--- src/rtl/fft_addr_sequencer.sv ---
// fft_addr_sequencer
// ------------------
// Address generator for an in-place radix-2 DIT FFT over a 2^LOG2N-point
// sample RAM. A start pulse launches a walk over every stage s and every
// butterfly b of that stage. For each butterfly one word is emitted on a
// valid/ready stream: the two RAM addresses and the twiddle-ROM index.
//
// Optional feature (macro FFT_BITREV_LOAD_EN): a LOAD phase runs before the
// butterflies. It emits N words (addr_a = i, addr_b = bit-reverse(i), tw 0,
// stage all-ones) that drive the bit-reversed input load.
//
// Ports:
//   clk        in   system clock, rising edge
//   reset      in   asynchronous active-high reset
//   start      in   begin a transform; sampled only in IDLE
//   out_ready  in   downstream accepts the current word
//   out_valid  out  addr_a/addr_b/tw_idx/stage/last are valid
//   addr_a     out  upper butterfly address
//   addr_b     out  lower butterfly address (addr_a + 2^stage)
//   tw_idx     out  twiddle-ROM index
//   stage      out  current stage (all-ones during LOAD)
//   last       out  final butterfly word of the transform
//   busy       out  high from start acceptance until FIN
//   done       out  one-cycle pulse after the final word is accepted
//
// Stream handshake: a word moves on a rising edge where out_valid and
// out_ready are both high. While out_valid is high and out_ready is low, every
// output holds its value and the counters stay where they are.
module fft_addr_sequencer #(
  parameter int LOG2N   = 8,
  parameter int STAGE_W = 4
) (
  input  logic               clk,
  input  logic               reset,
  input  logic               start,
  input  logic               out_ready,
  output logic               out_valid,
  output logic [LOG2N-1:0]   addr_a,
  output logic [LOG2N-1:0]   addr_b,
  output logic [LOG2N-2:0]   tw_idx,
  output logic [STAGE_W-1:0] stage,
  output logic               last,
  output logic               busy,
  output logic               done
);

  localparam int BW = LOG2N - 1;
  localparam logic [BW-1:0]      B_MAX = '1;               // N/2-1
  localparam logic [STAGE_W-1:0] S_MAX = STAGE_W'(LOG2N - 1);

`ifdef FFT_BITREV_LOAD_EN
  typedef enum logic [1:0] {ST_IDLE = 2'd0, ST_RUN = 2'd1, ST_FIN = 2'd2, ST_LOAD = 2'd3} state_t;
`else
  typedef enum logic [1:0] {ST_IDLE = 2'd0, ST_RUN = 2'd1, ST_FIN = 2'd2} state_t;
`endif

  state_t             r_state;
  logic [STAGE_W-1:0] r_s;
  logic [BW-1:0]      r_b;
  logic               r_out_valid;
  logic [LOG2N-1:0]   r_addr_a;
  logic [LOG2N-1:0]   r_addr_b;
  logic [BW-1:0]      r_tw;
  logic [STAGE_W-1:0] r_stage;
  logic               r_last;
  logic               r_busy;
  logic               r_done;

  logic               w_xfer;
  logic               w_b_wrap;
  logic               w_s_last;
  logic [BW-1:0]      w_nxt_b;
  logic [STAGE_W-1:0] w_nxt_s;
  logic [BW-1:0]      w_sel_b;
  logic [STAGE_W-1:0] w_sel_s;
  logic [BW-1:0]      w_pos;
  logic [BW-1:0]      w_grp;
  logic [STAGE_W-1:0] w_sh;
  logic [LOG2N-1:0]   w_addr_a;
  logic [LOG2N-1:0]   w_addr_b;
  logic [BW-1:0]      w_tw;
  logic               w_last;

  always_comb begin
    w_xfer   = r_out_valid & out_ready;
    w_b_wrap = (r_b == B_MAX);
    w_s_last = (r_s == S_MAX);
    w_nxt_b  = w_b_wrap ? '0 : r_b + BW'(1);
    w_nxt_s  = w_b_wrap ? r_s + STAGE_W'(1) : r_s;
    // The word being loaded into the output flops: the next butterfly while
    // running, butterfly (0,0) when entering RUN from IDLE or LOAD.
    w_sel_s  = (r_state == ST_RUN) ? w_nxt_s : '0;
    w_sel_b  = (r_state == ST_RUN) ? w_nxt_b : '0;
    // pos = b mod 2^s ; shifting all-ones left by s clears exactly the low s
    // bits, so its inverse is the mask (and it is all-ones at s = LOG2N-1).
    w_pos    = w_sel_b & ~(B_MAX << w_sel_s);
    w_grp    = w_sel_b >> w_sel_s;
    w_addr_a = (({1'b0, w_grp} << 1) << w_sel_s) | {1'b0, w_pos};
    w_addr_b = w_addr_a + (LOG2N'(1) << w_sel_s);
    w_sh     = S_MAX - w_sel_s;
    w_tw     = w_pos << w_sh;
    w_last   = (w_sel_s == S_MAX) && (w_sel_b == B_MAX);
  end

`ifdef FFT_BITREV_LOAD_EN
  localparam logic [LOG2N-1:0] I_MAX = '1;
  logic [LOG2N-1:0] r_i;
  logic [LOG2N-1:0] w_i_nxt;
  logic [LOG2N-1:0] w_i_rev;

  always_comb begin
    w_i_nxt = r_i + LOG2N'(1);
    w_i_rev = '0;
    for (int k = 0; k < LOG2N; k++) begin
      w_i_rev[k] = w_i_nxt[LOG2N-1-k];
    end
  end
`endif

  always_ff @(posedge clk or posedge reset) begin
    if (reset) begin
      r_state     <= ST_IDLE;
      r_s         <= '0;
      r_b         <= '0;
      r_out_valid <= 1'b0;
      r_addr_a    <= '0;
      r_addr_b    <= '0;
      r_tw        <= '0;
      r_stage     <= '0;
      r_last      <= 1'b0;
      r_busy      <= 1'b0;
      r_done      <= 1'b0;
`ifdef FFT_BITREV_LOAD_EN
      r_i         <= '0;
`endif
    end else begin
      case (r_state)
        ST_IDLE: begin
          r_done <= 1'b0;
          if (start) begin
            r_busy      <= 1'b1;
            r_out_valid <= 1'b1;
            r_s         <= '0;
            r_b         <= '0;
`ifdef FFT_BITREV_LOAD_EN
            r_state     <= ST_LOAD;
            r_i         <= '0;
            r_addr_a    <= '0;
            r_addr_b    <= '0;
            r_tw        <= '0;
            r_stage     <= '1;
            r_last      <= 1'b0;
`else
            r_state     <= ST_RUN;
            r_addr_a    <= w_addr_a;
            r_addr_b    <= w_addr_b;
            r_tw        <= w_tw;
            r_stage     <= w_sel_s;
            r_last      <= w_last;
`endif
          end
        end
`ifdef FFT_BITREV_LOAD_EN
        ST_LOAD: begin
          if (w_xfer) begin
            if (r_i == I_MAX) begin
              r_state  <= ST_RUN;
              r_addr_a <= w_addr_a;
              r_addr_b <= w_addr_b;
              r_tw     <= w_tw;
              r_stage  <= w_sel_s;
              r_last   <= w_last;
            end else begin
              r_i      <= w_i_nxt;
              r_addr_a <= w_i_nxt;
              r_addr_b <= w_i_rev;
            end
          end
        end
`endif
        ST_RUN: begin
          if (w_xfer) begin
            if (w_b_wrap && w_s_last) begin
              r_state     <= ST_FIN;
              r_out_valid <= 1'b0;
              r_busy      <= 1'b0;
              r_done      <= 1'b1;
              r_last      <= 1'b0;
              r_s         <= '0;
              r_b         <= '0;
            end else begin
              r_s      <= w_nxt_s;
              r_b      <= w_nxt_b;
              r_addr_a <= w_addr_a;
              r_addr_b <= w_addr_b;
              r_tw     <= w_tw;
              r_stage  <= w_sel_s;
              r_last   <= w_last;
            end
          end
        end
        ST_FIN: begin
          r_done  <= 1'b0;
          r_state <= ST_IDLE;
        end
        default: r_state <= ST_IDLE;
      endcase
    end
  end

  assign out_valid = r_out_valid;
  assign addr_a    = r_addr_a;
  assign addr_b    = r_addr_b;
  assign tw_idx    = r_tw;
  assign stage     = r_stage;
  assign last      = r_last;
  assign busy      = r_busy;
  assign done      = r_done;

endmodule

--- config.mk ---
export PLATFORM = sky130hd
export DESIGN_NAME = fft_addr_sequencer
export DESIGN_NICKNAME = d
export VERILOG_FILES = /design/src/rtl/fft_addr_sequencer.sv
export SDC_FILE = /design/constraint.sdc
export NUM_CORES = 1
export LEC_CHECK = 0
export CAP_MARGIN = 10
export CORE_ASPECT_RATIO = 1.5
export CORE_MARGIN = 8
export CORE_UTILIZATION = 51
export CTS_CLUSTER_DIAMETER = 120
export DETAILED_ROUTE_END_ITERATION = 16
export PLACE_DENSITY = 0.73
export SLEW_MARGIN = 20
export SYNTH_ARGS = -nofsm -noshare
export SYNTH_HDL_FRONTEND = slang
export SYNTH_SLANG_ARGS = --single-unit
--- constraint.sdc ---
create_clock -name clk -period 3.6 [get_ports clk]
set_input_delay 0.36 -clock clk [delete_from_list [all_inputs] [get_ports clk]]
set_output_delay 0.36 -clock clk [all_outputs]
set_load 0.005 [all_outputs]
==> flow_metrics.py <==
metrics = {
    "timing": {
        "setup_slack_ns": 0.0812,
        "skew_ns": 0.00521,
        "holdWs_ns": 0.480,
        "setup_violations": 0,
        "maxSlewHeadroom": 0.430,
        "fin_crit_ns": 3.52,
        "tightest_slew_ns": 0.845,
        "final-hold-violation-count": 0,
        "slew_viol_final": 0,
        "tns_ns": 0,
        "fmax_mhz": 284,
        "fin_crit_sh": 0.977,
    },
    "drt": {
        "met2_length_um": 5240,
        "drc": 0,
        "wl_met1_um": 3540,
        "dr.first_iter.drc_count": 253,
        "dr.pass1.iters": 5,
        "highest_layer": "met4",
        "ant_nets": 0,
        "wl_per_cell_um": 18.9,
        "drt_wl_total_um": 9970,
        "num_vias": 3291,
        "wl_met3_um": 633,
        "vias_per_cell": 6.24,
    },
    "final_layout": {
        "fin_nets": 467,
        "layout_common_cells": "buf_4, nand2_1, dfrtp_1",
        "final_common_cell": "buf_4",
        "drive_gt1_frac": 0.281,
        "n_antenna_cell": 0,
        "utilization": 0.737,
        "multi_input_area_mm2": 0.00206,
        "register_area_mm2": 0.00108,
        "area_growth_pct": 40.3,
        "fillers": 456,
    },
    "clock_network": {
        "hold_buffers": 0,
        "cts_tree": "yes",
        "cts-root-buf": "clkbuf_8",
        "cts_made_buffers": 5,
        "clk_pin_slew_ns": 0.08,
        "cts_buffer_depth": 2,
        "htreeDepth": 2,
        "cts.sinks": 43,
        "clock_latency_ns": 0.30,
    },
    "synthesis": {
        "netlist_instances": 366,
        "synth_area_mm2": 0.00304,
        "syn-num-nets": 379,
        "ys_ff_latch": 43,
        "syn-mean-instance-area_um2": 8.30,
        "ys_async_sr_fraction": 1.00,
        "seq_area_frac_synth": 0.354,
        "yosysTopAreaCellShare": 0.354,
        "synth_edf_count": 0,
        "yosys.area.top_type": "dfrtp_1",
        "ys.flop_type": "dfrtp_1",
        "synthTopCellsByArea": "dfrtp_1, nand2_1, o21ai_0, nor2_1, ha_1",
        "synth_cell_types": 65,
        "yosysWarnings": 0,
    },
    "worst_setup_path": {
        "critical_path_arrival_ns": 3.72,
        "rr_worst_depth": 19,
        "worstSetupStartpointType": "flop",
        "crit_required_ns": 3.80,
        "end_kind": "flop",
        "crit_type": "reg -> reg",
        "worst_path_max_delay_cell": "o41ai_4",
        "crit_path_cell_trace": "buf_4 -> buf_4 -> buf_4 -> nand4b_1 -> nor4_4 -> o41ai_4 -> inv_2 -> a22oi_2 -> o211ai_2 -> a32o_2 -> ha_4 -> buf_4 -> nor2b_1 -> o21ai_1 -> nand2b_1 -> a21o_1 -> a21oi_2 -> xor2_1 -> o21ai_1",
        "critPathMostFrequentCell": "buf_4",
        "slowest_delay_ns": 0.40,
        "reg2reg_setup_slack_ns": 0.08,
        "critical_path.max_fanout": 6,
    },
    "global_route": {
        "grt_max_degree": 44,
        "grt_pass1_wl_um": 15800,
        "antenna_found_initial": 0,
        "grtUsageTotal": 0.221,
        "grt_overflow_total": 0,
        "grt_pass1_vias": 3319,
    },
    "status": {
        "outcome": "completed",
    },
    "floorplan": {
        "start_util": 0.525,
        "die_area_mm2": 0.00873,
        "die_x_um": 79.0,
        "fp.dieH_um": 111,
        "std_cell_rows": 34,
        "ios": 35,
        "core_area_mm2": 0.00579,
    },
    "power": {
        "p_per_area_mw_per_mm2": 555,
        "finalPower_mw": 2.37,
        "total_leakage_power_nw": 1.87,
        "vdd_ir_drop_max_uv": 388,
    },
    "place": {
        "portBuffers": 34,
        "pre_cts_ws_ns": -0.0202,
        "gp_congestion": 1.07,
        "post-dp-hpwl_um": 7310,
    },
    "worst_hold_path": {
        "hp-class": "reg -> reg",
        "hold_depth": 2,
    },
    "job": {
        "cap_violations": 0,
    },
}
[worst paths after layout]
kind / end / from
max in group asynchronous: stage[0] / reset
hold reg to reg: addr_b[5] / addr_b[5]
min in group asynchronous: stage[3] / reset
setup reg to reg: addr_b[6] / r_s[0]
setup / recovery: addr_b[6] / r_s[0]
hold / removal: addr_b[5] / addr_b[5]
[routing by layer]
metal,vias up,track usage
met4,0,0.144
met2,169,0.387
met3,46,0.0341
met5,-,0
li1,1511,-
met1,1565,0.233
[repair_timing]
action                     CTS  global route
buffers inserted             0             5
pin swaps                    0            19
setup endpoints to repair    1             4
resized for setup            4            41
[final cells by class]
type,count,area share
inverters,10,0.00881
repair buffers,104,0.207
flip-flops and latches,43,0.252
well taps,72,0.0211
multi-input cells,290,0.483
clock buffers,6,0.0194
clock inverters,2,0.00822
[synthesized netlist by cell type (9+ instances only)]
| master | n |
|---|---|
| a21oi_1 | 18 |
| nand3_1 | 18 |
| nor2_1 | 29 |
| nor3_1 | 11 |
| nand2_1 | 52 |
| inv_1 | 9 |
| dfrtp_1 | 43 |
| nand2b_1 | 9 |
| o21ai_0 | 32 |
| clkbuf_1 | 13 |
[stage by stage]
step / area (um2) / cells
4_1_cts: 3980 / 522
3_3_place_gp: 3840 / 514
6_report: 4260 / 527
5_1_grt: 4260 / 527
2_1_floorplan: 3040 / 366
3_5_place_dp: 3840 / 514
[state kept, by name (all words and copies together) (netlist names)]
register  cells
addr_a        8
r_b           7
r_state       2
last          1
r_s           4
busy          1
tw_idx        7
addr_b        8
stage         4
done          1
[worst max-delay path: cells and delay by family (launching register included)]
kind            cells  cell delay [ns]
compound gates      8             1.59
flops               1             0.39
simple gates        4             0.41
xor+xnor            1             0.15
buf+inv             5             0.63
fa+ha+maj           1             0.25
[where the power goes]
| part | total [mW] | switching, mW | internal (mW) | leakage, nW |
|---|---|---|---|---|
| combinational | 1.35 | 0.716 | 0.629 | 1.23 |
| sequential | 0.626 | 0.0604 | 0.566 | 0.577 |
| clock | 0.395 | 0.171 | 0.225 | 0.0612 |
| total | 2.37 | 0.947 | 1.42 | 1.87 |
[cells by family (layout without fill, tap and decap cells)]
kind of cell,Yosys count,in the layout,share of synthesized area
simple gates,150,150,0.237
compound gates,113,113,0.264
flops,43,43,0.354
buf+inv,33,122,0.0498
xor+xnor,11,11,0.0317
fa+ha+maj,9,9,0.0395
mux,6,6,0.0222
other cells,1,1,0.00123
Power figures use the tool's default switching activity.
